<file path="src/rtl/ldm_stm_sequencer_if.sv">
// Block-transfer bus of the LDM/STM sequencer: request, status, memory-file
// and register-file controls. The sequencer is the master of this bus.
interface ldm_stm_sequencer_if #(
  parameter int DATA_W = 32,
  parameter int ADDR_W = 8,
  parameter int NREGS  = 16
);
  localparam int IDX_W = $clog2(NREGS);

  logic              start;
  logic              is_load;
  logic [NREGS-1:0]  reg_list;
  logic [ADDR_W-1:0] base_addr;
  logic              busy;
  logic              done;
  logic              wb_valid;
  logic [ADDR_W-1:0] wb_value;
  logic              mem_ldr_str_en;
  logic              mem_load_en;
  logic              mem_store_en;
  logic [ADDR_W-1:0] mem_addr;
  logic [ADDR_W-1:0] mem_i;
  logic [DATA_W-1:0] mem_write_data;
  logic [DATA_W-1:0] mem_read_data;
  logic [IDX_W-1:0]  rf_read_addr;
  logic [DATA_W-1:0] rf_read_data;
  logic              rf_write_en;
  logic [IDX_W-1:0]  rf_write_addr;
  logic [DATA_W-1:0] rf_write_data;

  modport master (
    input  start, is_load, reg_list, base_addr, mem_read_data, rf_read_data,
    output busy, done, wb_valid, wb_value,
    output mem_ldr_str_en, mem_load_en, mem_store_en, mem_addr, mem_i, mem_write_data,
    output rf_read_addr, rf_write_en, rf_write_addr, rf_write_data
  );

  modport slave (
    output start, is_load, reg_list, base_addr, mem_read_data, rf_read_data,
    input  busy, done, wb_valid, wb_value,
    input  mem_ldr_str_en, mem_load_en, mem_store_en, mem_addr, mem_i, mem_write_data,
    input  rf_read_addr, rf_write_en, rf_write_addr, rf_write_data
  );
endinterface

</file>
<file path="src/rtl/ldm_stm_sequencer.sv">
// LDM/STM block-transfer sequencer: walks a register list lowest-bit first,
// one memory access per cycle, with loads written back one cycle later.
//
// state      | meaning
// S_IDLE     | waiting for start
// S_STORE    | one register -> memory per cycle
// S_LOAD     | one memory read issued per cycle, previous read written to rf
// S_LOAD_DRAIN | final rf write of the last load
// S_DONE     | done / writeback pulse, back to idle
module ldm_stm_sequencer #(
  parameter int DATA_W = 32,
  parameter int ADDR_W = 8,
  parameter int NREGS  = 16
) (
  input logic clk,
  input logic rst,
  ldm_stm_sequencer_if.master bus
);
  localparam int IDX_W = $clog2(NREGS);

  typedef enum logic [2:0] {
    S_IDLE, S_STORE, S_LOAD, S_LOAD_DRAIN, S_DONE
  } state_t;

  state_t            state_q, state_d;
  logic [NREGS-1:0]  remaining_q, remaining_d;
  logic [ADDR_W-1:0] offset_q, offset_d;
  logic [ADDR_W-1:0] base_q, base_d;
  logic [ADDR_W-1:0] wb_q, wb_d;
  logic              pend_valid_q, pend_valid_d;
  logic [IDX_W-1:0]  pend_idx_q, pend_idx_d;

  logic [IDX_W-1:0]  cur_idx;
  logic              cur_found;
  logic [NREGS-1:0]  remaining_clr;
  logic              last_xfer;
  logic [ADDR_W-1:0] list_cnt;

  // Lowest set bit of the remaining list is the register handled this cycle.
  always_comb begin
    cur_idx   = '0;
    cur_found = 1'b0;
    for (int i = 0; i < NREGS; i++) begin
      if (remaining_q[i] && !cur_found) begin
        cur_idx   = IDX_W'(i);
        cur_found = 1'b1;
      end
    end
    remaining_clr = remaining_q & ~(NREGS'(1) << cur_idx);
    last_xfer     = (remaining_clr == '0);
  end

  always_comb begin
    list_cnt = '0;
    for (int i = 0; i < NREGS; i++) begin
      list_cnt = list_cnt + ADDR_W'(bus.reg_list[i]);
    end
  end

  always_comb begin
    state_d      = state_q;
    remaining_d  = remaining_q;
    offset_d     = offset_q;
    base_d       = base_q;
    wb_d         = wb_q;
    pend_valid_d = 1'b0;
    pend_idx_d   = pend_idx_q;

    bus.busy           = (state_q != S_IDLE);
    bus.done           = 1'b0;
    bus.wb_valid       = 1'b0;
    bus.wb_value       = '0;
    bus.mem_ldr_str_en = 1'b0;
    bus.mem_load_en    = 1'b0;
    bus.mem_store_en   = 1'b0;
    bus.mem_addr       = '0;
    bus.mem_i          = '0;
    bus.mem_write_data = '0;
    bus.rf_read_addr   = '0;
    // Only a load issued in the previous cycle produces a register write.
    bus.rf_write_en    = pend_valid_q;
    bus.rf_write_addr  = pend_valid_q ? pend_idx_q : '0;
    bus.rf_write_data  = pend_valid_q ? bus.mem_read_data : '0;

    case (state_q)
      S_IDLE: begin
        if (bus.start) begin
          remaining_d = bus.reg_list;
          offset_d    = '0;
          base_d      = bus.base_addr;
          wb_d        = bus.base_addr + list_cnt;
          if (bus.reg_list == '0) state_d = S_DONE;
          else if (bus.is_load)   state_d = S_LOAD;
          else                    state_d = S_STORE;
        end
      end
      S_STORE: begin
        bus.mem_ldr_str_en = 1'b1;
        bus.mem_store_en   = 1'b1;
        bus.mem_addr       = base_q;
        bus.mem_i          = offset_q;
        bus.rf_read_addr   = cur_idx;
        bus.mem_write_data = bus.rf_read_data;
        remaining_d        = remaining_clr;
        offset_d           = offset_q + 1'b1;
        if (last_xfer) state_d = S_DONE;
      end
      S_LOAD: begin
        bus.mem_ldr_str_en = 1'b1;
        bus.mem_load_en    = 1'b1;
        bus.mem_addr       = base_q;
        bus.mem_i          = offset_q;
        pend_valid_d       = 1'b1;
        pend_idx_d         = cur_idx;
        remaining_d        = remaining_clr;
        offset_d           = offset_q + 1'b1;
        if (last_xfer) state_d = S_LOAD_DRAIN;
      end
      S_LOAD_DRAIN: begin
        state_d = S_DONE;
      end
      S_DONE: begin
        bus.done     = 1'b1;
        bus.wb_valid = 1'b1;
        bus.wb_value = wb_q;
        state_d      = S_IDLE;
      end
      default: begin
        state_d = S_IDLE;
      end
    endcase
  end

  always_ff @(posedge clk) begin
    if (rst) begin
      state_q      <= S_IDLE;
      remaining_q  <= '0;
      offset_q     <= '0;
      base_q       <= '0;
      wb_q         <= '0;
      pend_valid_q <= 1'b0;
      pend_idx_q   <= '0;
    end else begin
      state_q      <= state_d;
      remaining_q  <= remaining_d;
      offset_q     <= offset_d;
      base_q       <= base_d;
      wb_q         <= wb_d;
      pend_valid_q <= pend_valid_d;
      pend_idx_q   <= pend_idx_d;
    end
  end
endmodule

</file>
<file path="src/flat_wrapper.sv">
// flat-port wrapper written by rule: the top's interface ports become plain ports
module ldm_stm_sequencer_flat 
#(
  parameter int DATA_W = 32,
  parameter int ADDR_W = 8,
  parameter int NREGS  = 16
)
  (clk, rst, bus_start, bus_is_load, bus_reg_list, bus_base_addr, bus_mem_read_data, bus_rf_read_data, bus_busy, bus_done, bus_wb_valid, bus_wb_value, bus_mem_ldr_str_en, bus_mem_load_en, bus_mem_store_en, bus_mem_addr, bus_mem_i, bus_mem_write_data, bus_rf_read_addr, bus_rf_write_en, bus_rf_write_addr, bus_rf_write_data);
  ldm_stm_sequencer_if #(.DATA_W(DATA_W), .ADDR_W(ADDR_W), .NREGS(NREGS)) bus_i ();
  input logic clk;
  input logic rst;
  input wire logic [$bits(bus_i.start)-1:0] bus_start;
  input wire logic [$bits(bus_i.is_load)-1:0] bus_is_load;
  input wire logic [$bits(bus_i.reg_list)-1:0] bus_reg_list;
  input wire logic [$bits(bus_i.base_addr)-1:0] bus_base_addr;
  input wire logic [$bits(bus_i.mem_read_data)-1:0] bus_mem_read_data;
  input wire logic [$bits(bus_i.rf_read_data)-1:0] bus_rf_read_data;
  output wire logic [$bits(bus_i.busy)-1:0] bus_busy;
  output wire logic [$bits(bus_i.done)-1:0] bus_done;
  output wire logic [$bits(bus_i.wb_valid)-1:0] bus_wb_valid;
  output wire logic [$bits(bus_i.wb_value)-1:0] bus_wb_value;
  output wire logic [$bits(bus_i.mem_ldr_str_en)-1:0] bus_mem_ldr_str_en;
  output wire logic [$bits(bus_i.mem_load_en)-1:0] bus_mem_load_en;
  output wire logic [$bits(bus_i.mem_store_en)-1:0] bus_mem_store_en;
  output wire logic [$bits(bus_i.mem_addr)-1:0] bus_mem_addr;
  output wire logic [$bits(bus_i.mem_i)-1:0] bus_mem_i;
  output wire logic [$bits(bus_i.mem_write_data)-1:0] bus_mem_write_data;
  output wire logic [$bits(bus_i.rf_read_addr)-1:0] bus_rf_read_addr;
  output wire logic [$bits(bus_i.rf_write_en)-1:0] bus_rf_write_en;
  output wire logic [$bits(bus_i.rf_write_addr)-1:0] bus_rf_write_addr;
  output wire logic [$bits(bus_i.rf_write_data)-1:0] bus_rf_write_data;
  assign bus_i.start = bus_start;
  assign bus_i.is_load = bus_is_load;
  assign bus_i.reg_list = bus_reg_list;
  assign bus_i.base_addr = bus_base_addr;
  assign bus_i.mem_read_data = bus_mem_read_data;
  assign bus_i.rf_read_data = bus_rf_read_data;
  assign bus_busy = bus_i.busy;
  assign bus_done = bus_i.done;
  assign bus_wb_valid = bus_i.wb_valid;
  assign bus_wb_value = bus_i.wb_value;
  assign bus_mem_ldr_str_en = bus_i.mem_ldr_str_en;
  assign bus_mem_load_en = bus_i.mem_load_en;
  assign bus_mem_store_en = bus_i.mem_store_en;
  assign bus_mem_addr = bus_i.mem_addr;
  assign bus_mem_i = bus_i.mem_i;
  assign bus_mem_write_data = bus_i.mem_write_data;
  assign bus_rf_read_addr = bus_i.rf_read_addr;
  assign bus_rf_write_en = bus_i.rf_write_en;
  assign bus_rf_write_addr = bus_i.rf_write_addr;
  assign bus_rf_write_data = bus_i.rf_write_data;
  ldm_stm_sequencer #(.DATA_W(DATA_W), .ADDR_W(ADDR_W), .NREGS(NREGS)) u_core (.clk(clk), .rst(rst), .bus(bus_i));
endmodule
</file>
<file path="config.mk">
export PLATFORM = sky130hd
export DESIGN_NAME = ldm_stm_sequencer_flat
export DESIGN_NICKNAME = d
export VERILOG_FILES = /design/src/rtl/ldm_stm_sequencer_if.sv /design/src/rtl/ldm_stm_sequencer.sv /design/src/flat_wrapper.sv
export SDC_FILE = /design/constraint.sdc
export NUM_CORES = 1
export LEC_CHECK = 0
export BUFFER_PORTS_ARGS = -buffer_cell sky130_fd_sc_hd__buf_4
export CORE_UTILIZATION = 31
export CTS_CLUSTER_SIZE = 14
export DETAILED_ROUTE_END_ITERATION = 10
export PLACE_DENSITY = 0.61
export SLEW_MARGIN = 20
export SYNTH_ARGS = -nofsm -noshare
export SYNTH_HDL_FRONTEND = slang
export SYNTH_SLANG_ARGS = --single-unit
export TNS_END_PERCENT = 1
</file>
<file path="constraint.sdc">
create_clock -name clk -period 5.03 [get_ports clk]
set_input_delay 0.2515 -clock clk [delete_from_list [all_inputs] [get_ports clk]]
set_output_delay 0.2515 -clock clk [all_outputs]
set_load 0.01 [all_outputs]
</file>
==> results of run 1 <==
## power by group
group | switching, uW | internal [uW]
sequential | 109 | 479
clock | 148 | 234
combinational | 726 | 572
total | 983 | 1280
## kinds of logic after synthesis
kind of cell	count (synthesis)	share of synthesized area, %
AND/OR/NAND/NOR	230	35.8
adder cells (fa/ha/maj)	30	12.8
buffers and inverters	53	5.76
multiplexers	2	0.566
AO/OA/AOI/OAI	90	15.9
flip-flops	48	27.2
XOR/XNOR	8	1.98
## worst max-delay path: cells and delay by family
kind | cells | cell delay, ps
simple gates | 1 | 120
compound gates | 5 | 680
buf+inv | 5 | 340
fa+ha+maj | 7 | 2700
## through the flow
stage               util (%)  setup WS, ps  cells  hold slack [ps]
floorplan                  -          1160    461              387
global placement        46.4           947    774              438
detailed placement      46.4           809    774              443
CTS                     47.9          1100    782              215
global route            48.0           890    782              214
finish                  48.0          1100    782              219
## cell type report
type | instances | area (um^2)
Clock buffer | 5 | 125
Clock inverter | 3 | 42.5
Fill cell | 1104 | 5710
Inverter | 30 | 113
Multi-Input combinational cell | 360 | 2380
Sequential cell | 48 | 961
Tap cell | 140 | 175
Timing Repair Buffer | 196 | 1470
## worst min-delay path by stage
stage / cells past startpoint / slack [ps] / end
after detailed placement: 2 / 440 / u_core.base_q[7]
after global placement: 2 / 440 / u_core.base_q[4]
after global routing: 3 / 210 / u_core.base_q[4]
after CTS: 3 / 220 / u_core.base_q[3]
final: 3 / 220 / u_core.base_q[3]
after floorplan: 2 / 390 / u_core.base_q[0]
## Yosys cell counts, types with 6 or more instances
cell      count  area [um^2]
o21ai_0      19         95.1
nand2_1      42          158
a22oi_1      11         82.6
dfxtp_1      48          961
and2_1       93          582
nand3_1       6         30.0
inv_1        30          113
fa_1         11          220
nor3_1        6         30.0
a21oi_1      31          155
nor2_1       47          176
clkbuf_1     21         78.8
ha_1         17          213
## flip-flops by register name, summed over array words and instances (netlist names)
signal / count
u_core.state_q: 3
u_core.pend_idx_q: 4
u_core.wb_q: 8
u_core.offset_q: 8
u_core.base_q: 8
u_core.bus.rf_write_en: 1
u_core.remaining_q: 16
## per-layer routing
| metal | part of all wire (%) | GRT usage (%) | vias to the layer above | routed length, um |
|---|---|---|---|---|
| met5 | 0 | 0 | - | 0 |
| met3 | 6.7 | 2.93 | 2 | 740 |
| met4 | 0.32 | 2.70 | 0 | 35 |
| met2 | 50 | 31.7 | 141 | 5540 |
| li1 | - | - | 1902 | - |
| met1 | 43 | 23.7 | 1711 | 4700 |
==> summary.md, run 1 <==
| Metric | Value |
|---|---|
| Clock slew at reported path FFs | `70 ps` |
| Register area share after synthesis | `27.2%` |
| Core ar. | `11000 um^2` |
| Clock Latency Late Sink | `290 ps` |
| Post-Syn Area | `3540 um^2` |
| Post-Synthesis Cells | `461` |
| Most used flip-flop cell after synthesis | `dfxtp_1` |
| Distinct cells, synth | `52` |
| Final max-slew violation count | `0` |
| Syn_nets | `581` |
| Total wire length | `11000 um` |
| Status | `finished, final reports clean` |
| Setup Viol. Count Final | `0` |
| Port Buf Inserts | `194` |
| DRC Markers | `0` |
| Total track usage | `18.1%` |
| FF-to-FF setup slack | `2120 ps` |
| NumNets Final | `761` |
| H-tree depth | `2` |
| Pre-Repair DR Iteration Count | `4` |
| N_diodes | `0` |
| Max incr delay on CP | `530 ps` |
| Setup TNS | `0 ps` |
| Initial drt markers | `149` |
| ANT nets after route | `0` |
| FF+latch count, synth | `48` |
| Largest net degree at the start of global routing | `49` |
| Setup crit end | `u_core.wb_q[6]` |
| Fmax | `255 MHz` |
| Worst Max-Slew Pin Slew | `757 ps` |
| R2R Path End | `u_core.remaining_q[14]` |
| Starting Density | `32.2%` |
| Most common cell after layout, fill and taps aside | `buf_4` |
| Clock Skew | `7.69 ps` |
| CP arrival | `4100 ps` |
| CTS sink count | `48` |
| Total number of vias | `3756` |
| Hold Crit Start | `bus_base_addr[3]` |
| Most used cell, CP | `fa_1` |
| Kind of critical path | `in -> reg` |
| Reg2reg path depth | `7` |
| Minimum clock period | `3930 ps` |
| Commonest non-fill, non-tap cells in the layout | `buf_4 (196), and2_1 (93), dfxtp_1 (48)` |
| Placed wire-length estimate | `8800 um` |
| Site Rows | `38` |
| Wire per inst | `14.1 um` |
| Io pins | `195` |
| Async SR Flop Fraction | `0%` |
| Worst Setup SP | `bus_reg_list[0]` |
| Share of post-route cells with drive strength above 1 | `33.6%` |
| Post-route cell area | `5270 um^2` |
| Reg2reg start | `u_core.state_q[0]` |
| Syn Area/Cell | `7.68 um^2` |
| Placed cell areas | `5100 um^2` |
| Max Root-Sink Buffers | `2` |
| Setup Fix Bufs, Post-CTS | `0` |
| CTS root buf | `clkbuf_16` |
| Vias in the first global route | `3449` |
| CTS Buf Count | `5` |
| CP Launch Type | `input port` |
| Worst Path Required | `5210 ps` |
| Die height | `109 um` |
| Slew headroom | `49.5%` |
| Area delta synth->final | `48.9%` |
| Grt ovf | `0` |
| Vias per inst | `4.80` |
| Part of the cycle the worst path needs | `78.0%` |
| Total power | `2270 uW` |
| Die width | `109 um` |
| Slowest cell on the critical path | `fa_1` |
| Cts-stage hold buffer count | `0` |
| HP Class | `in -> reg` |
| Initial antenna violation count | `0` |
| Crit-path max FO | `3` |
| VDD IR max | `0.000197 V` |
| Pwr dens | `430 nW/um^2` |
| Post-synth EDFFs | `0` |
| RSZ-0062 raised after global routing | `no` |
| Max cap viols | `0` |
| Crit end category | `register` |
| Die area | `11800 um^2` |
| Number of gates resized after CTS | `0` |
| P_leak | `0.00258 uW` |
| CTS tree | `yes` |
| GPL Wtd Cong | `0.892` |
| Final count of hold timing violations | `0` |
| Critical-path cell list | `buf_4 > inv_1 > ha_1 > inv_1 > fa_1 > fa_1 > fa_1 > fa_1 > inv_1 > ha_1 > inv_1 > fa_1 > nor2b_1 > o21ai_0 > a21boi_0 > o21a_1 > o21ai_0 > o311ai_0` |
| First-pass GRT wire length | `16800 um` |
| Total of warnings raised by yosys | `0` |
Note: power is estimated with default switching activity, not from simulation.
==> run 2, diff against run 1 <==
- PLACE_DENSITY: 0.61 -> 0.64
- clock period: 5.03 -> 3.15 ns (I/O delays scaled with it)
==> run 2 against run 1 <==
The run now ends with setup timing left; power is 61% higher; clock skew decreased by 1.7 ps; critical path depth is 1 lower; first-iteration DRC count is 66% higher; combinational power is 70% higher; core utilization is 1.2 points higher; sequential share of layout area decreased by 0.43 points; worst hold slack worse by 87 ps; die area unchanged; highest routed layer unchanged.
==> summary.md, run 2 (synthesis gave the netlist of run 1 again) <==
| Metric | Value |
|---|---|
| Status | `finished, violations left` |
| Failing checks | `setup timing` |
| Crit end category | `register` |
| CTS Buf Count | `5` |
| Fmax | `277 MHz` |
| Final max-slew violation count | `0` |
| Die height | `109 um` |
| Setup ws final | `-457 ps` |
| Register Area | `961 um^2` |
| Starting Density | `32.2%` |
| Port Buf Inserts | `194` |
| CTS tree | `yes` |
| Share of post-route cells with drive strength above 1 | `35.6%` |
| Die area | `11800 um^2` |
| P_leak | `0.00266 uW` |
| Total power | `3660 uW` |
| ANT nets after route | `0` |
| NumNets Final | `782` |
| CTS sink count | `48` |
| CTS root buf | `clkbuf_16` |
| Finished Core Util | `49.1%` |
| Site Rows | `38` |
| Part of the cycle the worst path needs | `114%` |
| Setup TNS | `-1910 ps` |
| VDD IR max | `0.000348 V` |
| Multi-input logic area | `2380 um^2` |
| Total number of vias | `3894` |
| Wire per inst | `14.1 um` |
| Most flops, register | `u_core.remaining_q` |
| Total wire length | `11300 um` |
| DRC Markers | `0` |
| Final count of hold timing violations | `0` |
| Minimum clock period | `3610 ps` |
| Setup Viol. Count Final | `7` |
| HP Class | `in -> reg` |
| Cts-stage hold buffer count | `0` |
| Core ar. | `11000 um^2` |
| GPL Wtd Cong | `0.857` |
| Total track usage | `18.3%` |
| Vias in the first global route | `3523` |
| Placed wire-length estimate | `9090 um` |
| Initial antenna violation count | `0` |
| Die width | `109 um` |
| Max Root-Sink Buffers | `2` |
| Pwr dens | `678 nW/um^2` |
| Clock Skew | `6.00 ps` |
| Pre-Repair DR Iteration Count | `4` |
| Clock Latency Late Sink | `280 ps` |
| Io pins | `195` |
| Most common cell after layout, fill and taps aside | `buf_4` |
| Grt ovf | `0` |
| Hold_ws | `132 ps` |
| Worst Max-Slew Pin Slew | `814 ps` |
| Initial drt markers | `248` |
| Commonest non-fill, non-tap cells in the layout | `buf_4 (217), and2_1 (93), dfxtp_1 (48)` |
| Vias per inst | `4.86` |
| Kind of critical path | `in -> reg` |
| Clock slew at reported path FFs | `60 ps` |
| First-pass GRT wire length | `17000 um` |
| Worst Path Required | `3360 ps` |
| Crit-path max FO | `2` |
| RSZ-0062 raised after global routing | `yes` |
| Setup Fix Bufs, Post-CTS | `0` |
| H-tree depth | `2` |
| CP Launch Type | `input port` |
| Largest net degree at the start of global routing | `49` |
| Max cap viols | `0` |
| Fill count | `1083` |
| Area delta synth->final | `52.5%` |
| Slew headroom | `45.7%` |
| Number of flip-flops in the largest register | `16` |
| N_diodes | `0` |
| CP arrival | `3820 ps` |
run 2: changes by cell type in the layout (fill, tap and decap cells not counted), sizes merged:
| cell | before | now |
|---|---|---|
| bufinv | 1 | 0 |
| clkinvlp | 1 | 0 |
| buf | 196 | 217 |
| clkbuf | 5 | 6 |
run 2: critical path, cell delays in order:
cell	delay, ps
buf_4	90
inv_1	40
ha_1	270
inv_1	70
fa_1	420
fa_1	460
fa_1	510
fa_1	410
inv_1	70
ha_1	160
inv_1	60
fa_2	340
nor2b_1	120
o21ai_1	80
nor3b_1	130
or3_1	300
a21oi_1	140
run 2: path summary, 6_finish.rpt:
| kind | start | to | slack (ps) | cells after the start |
|---|---|---|---|---|
| max | bus_reg_list[0] | u_core.wb_q[4] | -460 | 17 |
| min | bus_base_addr[4] | u_core.base_q[4] | 130 | 3 |
| max reg2reg | u_core.state_q[0] | u_core.remaining_q[14] | 830 | 7 |
| min reg2reg | u_core.base_q[7] | u_core.base_q[7] | 450 | 2 |
run 2: final cells by class:
cell class	instances	share of cell area, %
multi-input cells	360	44.2
well taps	140	3.25
flip-flops and latches	48	17.8
inverters	30	2.09
repair buffers	217	30.2
clock buffers	6	2.39
clock inverters	1	0.0928
run 2: report_power, final:
part | internal, uW | leakage [uW] | switching (uW)
clock | 289 | 0.0000667 | 225
combinational | 1020 | 0.00220 | 1190
sequential | 765 | 0.000394 | 166
run 2: through the flow:
stage | setup WS (ps) | area [um^2] | std cells
floorplan | -509 | 3540 | 461
global placement | -677 | 5260 | 795
detailed placement | -813 | 5260 | 795
CTS | -462 | 5400 | 802
global route | -690 | 5400 | 802
finish | -457 | 5400 | 802
run 2: repair_timing:
item | in CTS | in global routing
pin swaps | 5 | 0
resized for setup | 5 | 0
hold endpoints to repair | 0 | 0
setup endpoints to repair | 7 | 7
run 2: routing by layer:
metal	global-route usage, %	vias to the layer above	routed length [um]
met5	0	-	0
met4	4.25	0	125
met3	2.21	9	672
met2	33.0	136	5610
met1	23.0	1804	4880
li1	-	1945	-
==> run 3, diff against run 2 <==
- CORE_ASPECT_RATIO: unset -> 1.5
- CORE_UTILIZATION: 31 -> 41
- PLACE_DENSITY: 0.64 -> 0.8
==> run 3 against run 2 <==
The run still ends with setup timing left; worst hold slack worse by 15 ps; first-iteration DRC count down 2.4%; critical endpoint unchanged; final cell count down 4.2%; cell area down 0.14%; via count rose by 4.8%; count of clock-buffer cells in the layout unchanged; wire length is 15% higher; global-route usage grew 10 points.
==> summary.md, run 3 (synthesis gave the netlist of run 1 again) <==
| Metric | Value |
|---|---|
| Status | `finished, violations left` |
| Failing checks | `setup timing` |
| Total number of vias | `4079` |
| Die width | `77.9 um` |
| ANT nets after route | `0` |
| Crit end category | `register` |
| Minimum clock period | `3650 ps` |
| Finished Core Util | `64.0%` |
| Total wire length | `13000 um` |
| Pre-Repair DR Iteration Count | `5` |
| First-pass GRT wire length | `19400 um` |
| Total power | `3850 uW` |
| N_diodes | `0` |
| CTS tree | `yes` |
| Multi-input logic area | `2390 um^2` |
| H-tree depth | `2` |
| Port Buf Inserts | `194` |
| Max Root-Sink Buffers | `2` |
| R2R Path End | `u_core.wb_q[1]` |
| Kind of critical path | `in -> reg` |
| CTS Buf Count | `5` |
| Clock Skew | `2.53 ps` |
| CP Launch Type | `input port` |
| Initial antenna violation count | `1` |
| Starting Density | `42.1%` |
| Fill count | `765` |
| FF-to-FF setup slack | `940 ps` |
| Core ar. | `8410 um^2` |
| Hold Crit Start | `bus_base_addr[1]` |
| Vias per inst | `5.31` |
| Final max-slew violation count | `0` |
| Fmax | `274 MHz` |
| RSZ-0062 raised after global routing | `yes` |
| CP arrival | `3880 ps` |
| Register Area | `961 um^2` |
| Max cap viols | `0` |
| Crit-path max FO | `2` |
| Pwr dens | `714 nW/um^2` |
| Part of the cycle the worst path needs | `116%` |
| Wire per inst | `16.9 um` |
| Slew headroom | `43.1%` |
| Number of flip-flops in the largest register | `16` |
| Worst Setup SP | `bus_reg_list[0]` |
| Reg2reg path depth | `8` |
| Die height | `116 um` |
| CTS root buf | `clkbuf_16` |
| HP Class | `in -> reg` |
| GPL Wtd Cong | `0.920` |
| Setup Fix Bufs, Post-CTS | `0` |
| Worst Max-Slew Pin Slew | `853 ps` |
| Share of post-route cells with drive strength above 1 | `36.2%` |
| Total track usage | `28.6%` |
| Largest net degree at the start of global routing | `49` |
| Setup ws final | `-499 ps` |
| Hold_ws | `118 ps` |
| Io pins | `195` |
| Most common cell after layout, fill and taps aside | `buf_4` |
| Placed wire-length estimate | `10200 um` |
| Area delta synth->final | `52.3%` |
| Setup TNS | `-2110 ps` |
| Cts-stage hold buffer count | `0` |
| Most flops, register | `u_core.remaining_q` |
| Initial drt markers | `242` |
| Die area | `9010 um^2` |
| Worst Path Required | `3380 ps` |
| Clock Latency Late Sink | `290 ps` |
| Reg2reg start | `u_core.state_q[0]` |
| P_leak | `0.00267 uW` |
| CTS sink count | `48` |
| NumNets Final | `780` |
| Setup Viol. Count Final | `7` |
| Site Rows | `41` |
| Place WS | `-848 ps` |
| Hold path depth | `3` |
| Vias in the first global route | `3729` |
| Final count of hold timing violations | `0` |
| VDD IR max | `0.000510 V` |
| Hold path endpoint | `u_core.base_q[1]` |
| Commonest non-fill, non-tap cells in the layout | `buf_4 (215), and2_1 (93), dfxtp_1 (48)` |
| Grt ovf | `0` |
| Clock slew at reported path FFs | `70 ps` |
| DRC Markers | `0` |
-- run 3: critical path, stage by stage --
cell and delay, ps:
buf_4 80, inv_1 30, ha_1 280, inv_1 50, fa_1 490, fa_1 420, fa_1 510, fa_1 420
inv_1 70, ha_2 170, inv_1 50, fa_2 340, nor2b_1 120, o21ai_1 90, nor3b_1 140, or3_1 310
a21oi_1 140
-- run 3: cell type report --
| class | count | share of cell area, % |
|---|---|---|
| Inverter | 30 | 2.09 |
| Clock buffer | 6 | 2.58 |
| Timing Repair Buffer | 215 | 30.0 |
| Multi-Input combinational cell | 360 | 44.3 |
| Clock inverter | 2 | 0.720 |
| Sequential cell | 48 | 17.8 |
| Tap cell | 107 | 2.48 |
-- run 3: report_power, final --
part,internal (uW),switching [uW]
combinational,1010,1240
sequential,766,183
clock,398,244
-- run 3: metal layers --
| metal | vias to the layer above | share of wire [%] | routed length [um] | GRT usage (%) |
|---|---|---|---|---|
| met1 | 1882 | 39 | 5040 | 34.0 |
| met2 | 230 | 49 | 6340 | 49.8 |
| met3 | 29 | 9.1 | 1190 | 5.20 |
| met5 | - | 0 | 0 | 0 |
| li1 | 1938 | - | - | - |
| met4 | 0 | 3.5 | 451 | 13.3 |
-- run 3: how the worst max path moves through the flow --
stage                           to  slack, ps  cells past startpoint
floorplan           u_core.wb_q[4]       -510                     16
global placement    u_core.wb_q[6]       -770                     18
detailed placement  u_core.wb_q[6]       -850                     18
CTS                 u_core.wb_q[4]       -490                     17
global route        u_core.wb_q[4]       -680                     17
finish              u_core.wb_q[4]       -500                     17
-- run 3: timing repair --
item,4_1_cts,5_1_grt
hold endpoints to repair,0,0
cloned,0,0
pin swaps,7,1
resized for setup,7,1
setup endpoints to repair,7,7
-- run 3: stage by stage --
stage | cells | cell area [um^2]
floorplan | 461 | 3540
global placement | 760 | 5200
detailed placement | 760 | 5200
CTS | 768 | 5380
global route | 768 | 5390
finish | 768 | 5390
